## config.mk

```make
export PLATFORM = sky130hd
export DESIGN_NAME = divu16x8_seq
export DESIGN_NICKNAME = d
export VERILOG_FILES = /design/src/rtl/divu16x8_seq_pkg.sv /design/src/rtl/divu16x8_seq_div_step.sv /design/src/rtl/divu16x8_seq.sv
export SDC_FILE = /design/constraint.sdc
export NUM_CORES = 1
export LEC_CHECK = 0
export ABC_AREA = 1
export CAP_MARGIN = 10
export CORE_AREA = 2 2 77 86
export DETAILED_ROUTE_END_ITERATION = 8
export DIE_AREA = 0 0 79 88
export PLACE_DENSITY = 0.83
export SYNTH_ARGS = -nofsm -noshare
export SYNTH_HDL_FRONTEND = slang
export SYNTH_SLANG_ARGS = --single-unit
export TNS_END_PERCENT = 100
```

## constraint.sdc

```tcl
create_clock -name clk -period 2.4 [get_ports clk]
set_clock_uncertainty 0.1 [all_clocks]
set_input_delay 0.72 -clock clk [delete_from_list [all_inputs] [get_ports clk]]
set_output_delay 0.72 -clock clk [all_outputs]
set_load 0.03 [all_outputs]
```

## src/rtl/divu16x8_seq_pkg.sv

```systemverilog
// Shared definitions for the iterative 16/8 unsigned divider: default widths and FSM encoding.
package divu16x8_seq_pkg;

    localparam int unsigned DefDvsW = 8;
    localparam int unsigned DefDvdW = 2 * DefDvsW;

    typedef enum logic [1:0] {
        StIdle = 2'd0,
        StCalc = 2'd1,
        StDone = 2'd2
    } state_e;

endpackage

```

## src/rtl/divu16x8_seq_div_step.sv

```systemverilog
// One restoring-division step: trial subtract of the divisor from the shifted partial remainder.
module divu16x8_seq_div_step #(
    parameter int unsigned DVS_W = 8
) (
    input  logic [DVS_W:0]   r,
    input  logic [DVS_W-1:0] divisor,
    output logic [DVS_W:0]   r_next,
    output logic             qbit
);

    logic [DVS_W+1:0] diff;

    always_comb begin
        diff   = {1'b0, r} - {2'b00, divisor};
        // No borrow out of the extended difference means r >= divisor.
        qbit   = ~diff[DVS_W+1];
        r_next = qbit ? diff[DVS_W:0] : r;
    end

endmodule

```

## src/rtl/divu16x8_seq.sv

```systemverilog
// Radix-2 restoring unsigned divider, DVD_W/DVS_W -> DVS_W quotient and remainder, one bit per clock.
module divu16x8_seq
    import divu16x8_seq_pkg::*;
#(
    parameter int unsigned DVS_W = DefDvsW,
    parameter int unsigned DVD_W = 2 * DVS_W
) (
    input  logic             clk,
    input  logic             rst_n,
    input  logic             in_valid,
    output logic             in_ready,
    input  logic [DVD_W-1:0] dividend,
    input  logic [DVS_W-1:0] divisor,
    output logic             out_valid,
    input  logic             out_ready,
    output logic [DVS_W-1:0] quotient,
    output logic [DVS_W-1:0] remainder,
    output logic             div_by_zero,
    output logic             overflow
);

    localparam int unsigned CNT_W = (DVS_W > 1) ? $clog2(DVS_W) : 1;
    localparam logic [CNT_W-1:0] CntLast = CNT_W'(DVS_W - 1);

    state_e           state;
    logic [CNT_W-1:0] cnt;
    logic [DVS_W-1:0] dvd_sh;
    logic [DVS_W-1:0] rem;
    logic [DVS_W-1:0] quo_sh;
    logic [DVS_W-1:0] divisor_q;

    logic [DVS_W-1:0] dvd_hi;
    logic [DVS_W:0]   step_r;
    logic [DVS_W:0]   step_r_next;
    logic             step_qbit;
    logic [DVS_W-1:0] quo_next;

    // The upper half seeds the partial remainder; a non-overflowing operation guarantees it is
    // already below the divisor, so only the lower DVS_W dividend bits need to be shifted in.
    assign dvd_hi   = dividend[DVD_W-1:DVS_W];
    assign step_r   = {rem, dvd_sh[DVS_W-1]};
    assign quo_next = {quo_sh[DVS_W-2:0], step_qbit};

    // Partial remainder stays below the divisor after every step, so its MSB is always zero.
    logic unused_r_msb;
    logic unused_quo_msb;
    assign unused_r_msb   = step_r_next[DVS_W];
    assign unused_quo_msb = quo_sh[DVS_W-1];

    divu16x8_seq_div_step #(
        .DVS_W(DVS_W)
    ) u_div_step (
        .r      (step_r),
        .divisor(divisor_q),
        .r_next (step_r_next),
        .qbit   (step_qbit)
    );

    always_ff @(posedge clk or negedge rst_n) begin
        if (!rst_n) begin
            state       <= StIdle;
            cnt         <= '0;
            dvd_sh      <= '0;
            rem         <= '0;
            quo_sh      <= '0;
            divisor_q   <= '0;
            in_ready    <= 1'b1;
            out_valid   <= 1'b0;
            quotient    <= '0;
            remainder   <= '0;
            div_by_zero <= 1'b0;
            overflow    <= 1'b0;
        end else begin
            unique case (state)
                StIdle: begin
                    if (in_valid) begin
                        divisor_q <= divisor;
                        dvd_sh    <= dividend[DVS_W-1:0];
                        rem       <= dvd_hi;
                        quo_sh    <= '0;
                        cnt       <= '0;
                        in_ready  <= 1'b0;
                        if (divisor == '0) begin
                            state       <= StDone;
                            out_valid   <= 1'b1;
                            div_by_zero <= 1'b1;
                            overflow    <= 1'b0;
                            quotient    <= '1;
                            remainder   <= dividend[DVS_W-1:0];
                        end else if (dvd_hi >= divisor) begin
                            state       <= StDone;
                            out_valid   <= 1'b1;
                            div_by_zero <= 1'b0;
                            overflow    <= 1'b1;
                            quotient    <= '1;
                            remainder   <= dividend[DVS_W-1:0];
                        end else begin
                            state <= StCalc;
                        end
                    end
                end
                StCalc: begin
                    rem    <= step_r_next[DVS_W-1:0];
                    quo_sh <= quo_next;
                    dvd_sh <= dvd_sh << 1;
                    cnt    <= cnt + 1'b1;
                    if (cnt == CntLast) begin
                        state       <= StDone;
                        out_valid   <= 1'b1;
                        quotient    <= quo_next;
                        remainder   <= step_r_next[DVS_W-1:0];
                        div_by_zero <= 1'b0;
                        overflow    <= 1'b0;
                    end
                end
                StDone: begin
                    if (out_ready) begin
                        state       <= StIdle;
                        out_valid   <= 1'b0;
                        in_ready    <= 1'b1;
                        div_by_zero <= 1'b0;
                        overflow    <= 1'b0;
                    end
                end
                default: begin
                    state     <= StIdle;
                    in_ready  <= 1'b1;
                    out_valid <= 1'b0;
                end
            endcase
        end
    end

endmodule

```

Word-level counts from Yosys, hierarchy flattened. Index checks and enable logic that the tools add are counted.

RAM bits: 0. Bits in registers: 56. ROM bits: 0. Memories: 0. Output and inout port bits: 20. Input port bits: 28. Word-level logic and storage cells: 77. Latch bits: 0.

Reduce and logical (&&, ||, !) cells: 11. Bitwise gates (word level): 2. Multiply operators: 0. Div/mod/pow operators: 0. Order comparisons: 1. Eq/ne operators: 7. Mux-type cells: 42. Shift-type cells: 0. $add $sub $neg: 2.

Operator list (count): $mux W8 (11); $pmux W8 S2 (4); $pmux W7 S2 (1); $mux W1 (13); $pmux W1 S3 (4); $mux W2 (5); $sub A9 B8 Y10 (1); $ge A8 B8 Y1 (1); $logic_not A8 Y1 (1); $reduce_and A4 Y1 (2); $mux W7 (1); $ne A2 B2 Y1 const B (3); $pmux W2 S3 (1); $pmux W3 S2 (1); $reduce_and A3 Y1 (2); $reduce_and A5 Y1 (1); $reduce_and A2 Y1 (2); $add A3 B1 Y3 const B (1); $eq A3 B3 Y1 const B (1); $mux W3 (1); $ne A3 B3 Y1 const B (1); $reduce_bool A3 Y1 (1); $eq A2 B1 Y1 const B (1); $eq A2 B2 Y1 const B (1); other kinds (3) (4).

Depth between registers and ports, before layout.
Depth in word-level cells: 5. Gate-level depth with buffers: 13. Depth with buffers taken out: 13.

Hierarchy. Synthesis repeated with hierarchy kept, for this count alone.

Cell total of the unflattened synthesis: 441. Area total of the unflattened synthesis: 3388.2 um2.

Modules (own cells, without submodules): divu16x8_seq (instances 1, area each 2710.1 um2, cells each 316); divu16x8_seq_div_step (instances 1, area each 678.2 um2, cells each 125).

Least setup slack after synthesis. Ideal clock, no wire load.

Path kind: input-to-reg. From: input port divisor[7]. To: register remainder[7]. Slack: 0.264 ns. Arrival time: 1.919 ns. Cell stages on the path: 10. Path buffers: 0. Required time: 2.183 ns. Cells stage by stage: inv_1 ha_1 nand2_1 and3b_1 nor2_1 nand3_1 nand2_2 inv_1 nor2_1 nor2_1.

Cells in the longest elaborated chain, start to end: 4. Elaborated cells between the ends (all ways): 7.

Ends and longest elaborated chain: from (decl) (line divu16x8_seq.sv:13) `input logic [DVS_W-1:0] divisor,`; parallel branches: the longest is 4 deep, another holds $ge A8 B8 Y1; to (signal assigned) (line divu16x8_seq.sv:89) `remainder <= dividend[DVS_W-1:0];`; to (signal assigned) (line divu16x8_seq.sv:96) `remainder <= dividend[DVS_W-1:0];`; to (signal assigned) (line divu16x8_seq.sv:111) `remainder <= step_r_next[DVS_W-1:0];`; to (decl) (line divu16x8_seq.sv:17) `output logic [DVS_W-1:0] remainder,`.

Parallel ways; which one is timed is not known. The select of a mux whose other input is x is not followed. A chain may end at the register's enable or synchronous reset.

Worst setup path in the final report.
From: register in_ready. To: output port in_ready.

RTL lines: from (decl) (line divu16x8_seq.sv:11) `output logic in_ready,`; from (signal assigned) (line divu16x8_seq.sv:67) `in_ready <= 1'b1;`; from (signal assigned) (line divu16x8_seq.sv:82) `in_ready <= 1'b0;`; from (signal assigned) (line divu16x8_seq.sv:120) `in_ready <= 1'b1;`.

No word-level cell between the ends.

==> metrics.csv <==
metric,value,unit
drc_errors,0,
wl_per_cell,13.2,um
critPathTopFamily,buffers and inverters,
grt_pass1_vias,2843,
synth-seq-cells,56,
post_route_cells_drive_above_1_share,0.119,
gp_congestion,0.870,
synth_simple_gate_area_frac,0.277,
synth_top_family_by_area,simple AND/OR/NAND/NOR gates,
run_status,finished clean,
core,6080,um2
cts_tree,done,
dp.cells,567,
dpl.hpwl,5740,um
io_pins,48,
cp.arrival,1.52,ns
synthesis.area,3280,um2
insertion_delay,0.32,ns
synth_mux_area_frac,0.00343,
ir_drop,0.621,mV
fin_crit,2.34,ns
nFillCells,530,
yosysWarnings,0,
critPathMaxStageDelay,0.66,ns
post-route-period-util,0.976,
dieArea,6950,um2
synthAdderAreaFrac,0.0900,
synth_fp_nets,480,
drt_wl_total,7630,um
required,1.58,ns
finalSetupTns,0,ns
final_common_cell,nand2_1,
hp-class,input pin to asynchronous set/reset pin,
synth_xor_area_frac,0.00801,
cts.clk_slew.worst_paths,0.11,ns
maxCapViolations,0,
syn-mean-instance-area,7.64,um2
tightest_slew,0.604,ns
cts_buffer_depth,2,
initial_core_util,0.539,
slew_headroom,0.597,
fp.dieH,88,um
worstSetupStartpointType,flop,
vias,2955,
finalWorstSetupSlack,0.0572,ns
chipWidth,79,um
antenna_cells,0,
hold_ws,0.292,ns
antenna_found_initial,0,
grt_max_degree,27,
max_freq,427,MHz
drtAntennaViolNets,0,
holdBufCountCts,0,
critPathCaptureType,output pin,
clockRootBuffer,clkbuf_8,
setup-violations-final,0,
numClockSinks,56,
grt_pass1_wl,12700,um
numCtsBuffers,5,
crit_buf_inv,1,
synth_compound_area_frac,0.0981,
final_hold_viol_count,0,
worst-setup-path-type,flop to output pin,
synth-seq-area-share,0.428,
grt_use_total,0.232,
netlist_instances,429,
path_cells,clkdlybuf4s50_1,
p_per_area,1500,nW/um2
maxSlewViolCount,0,
h-tree-depth,2,
place_ws,-0.421,ns
nets,547,
path_max_fanout,2,
final_cell_mix,"nand2_1 (123), inv_1 (63), dfrtp_1 (55)",
io_buffers,47,
drt_iter0_drc,169,
syn_to_final_growth,26.9,%
cts_setup_buffers,0,
vias_per_cell,5.12,
overflow,0,
cp_slowest_cell,clkdlybuf4s50_1,
drt_first_pass_iters,4,
yosysUniqueCellTypes,32,
power_leakage,0.00218,uW
num_rows,30,
stdcell_count,577,
[flip-flops by register name (all words and copies together) (netlist names), 2 cells and up]
name and cells:
cnt 3, divisor_q 8, dvd_sh 8, quo_sh 7, quotient 8, rem 8, remainder 8, state 2
[cells in the mapped netlist]
| library cell | count | share of area |
|---|---|---|
| clkbuf_1 | 3 | 0.0034 |
| dfrtp_1 | 55 | 0.42 |
| dfstp_2 | 1 | 0.0080 |
| o22ai_1 | 5 | 0.0095 |
| o21a_1 | 1 | 0.0023 |
| nand3_1 | 37 | 0.056 |
| inv_2 | 1 | 0.0011 |
| buf_4 | 2 | 0.0046 |
| nand4_1 | 3 | 0.0057 |
| nor2_2 | 2 | 0.0038 |
| a21oi_4 | 1 | 0.0050 |
| o21ai_0 | 31 | 0.047 |
| or2_1 | 1 | 0.0019 |
| and3b_1 | 1 | 0.0027 |
| inv_1 | 66 | 0.076 |
| or2_2 | 7 | 0.013 |
| nand2_2 | 3 | 0.0057 |
| xnor2_1 | 3 | 0.0080 |
| ha_1 | 22 | 0.084 |
| buf_1 | 1 | 0.0011 |
| nor2_1 | 26 | 0.030 |
| fa_1 | 1 | 0.0061 |
| buf_6 | 1 | 0.0034 |
| nand2_1 | 124 | 0.14 |
| o21ai_1 | 9 | 0.014 |
| nand3_4 | 1 | 0.0053 |
| a31oi_1 | 1 | 0.0019 |
| mux2_2 | 1 | 0.0034 |
| nand3b_1 | 2 | 0.0046 |
| buf_2 | 4 | 0.0061 |
| a21oi_1 | 12 | 0.018 |
| nor2_8 | 1 | 0.0061 |
[stage by stage]
step	cell area [um2]	util	power [uW]
floorplan	3280	-	4390
global placement	3970	0.653	5370
detailed placement	3970	0.653	5500
CTS	4070	0.670	6070
global route	4160	0.685	6850
finish	4160	0.685	6250
[layout make-up]
cell class	instances	area, um2	share of cell area
timing repair buffer	71	716	0.172
clock inverter	3	25.0	0.00601
tap	80	100	0.0240
multi-input combinational	295	1600	0.384
inverter	67	254	0.0610
clock buffer	5	68.8	0.0165
sequential	56	1400	0.337
[power by group]
group	switching, uW	total, uW	internal, uW	leakage (uW)
Combinational	2420	4040	1610	0.00145
Clock	339	553	214	0.0000452
Sequential	252	1660	1410	0.000688
[what timing repair did]
action / in CTS / in global routing
cloned: 0 / 2
resized for setup: 3 / 11
endpoints found under the setup margin: 18 / 21
pin swaps: 0 / 6
[final timing paths]
kind | start | end | slack (ns) | cells after the start
setup / recovery | in_ready | in_ready | 0.06 | 1
hold / removal | rst_n | state[0] | 0.29 | 1
setup reg to reg | rem[4] | remainder[7] | 0.35 | 10
hold reg to reg | remainder[3] | remainder[3] | 0.39 | 2
max in group asynchronous | rst_n | rem[4] | 1.36 | 2
min in group clk | remainder[3] | remainder[3] | 0.39 | 2
[cells by family after synthesis]
| group | after synthesis |
|---|---|
| simple gates | 208 |
| fa+ha+maj | 23 |
| compound gates | 60 |
| mux | 1 |
| flops | 56 |
| buf+inv | 78 |
| xor+xnor | 3 |
[routing by layer]
layer	global-route usage	share of wire
met1	0.285	0.45
met2	0.411	0.50
met3	0.0340	0.033
met4	0.0940	0.025
met5	0	0
No activity file was read; power rests on OpenSTA's default activity.
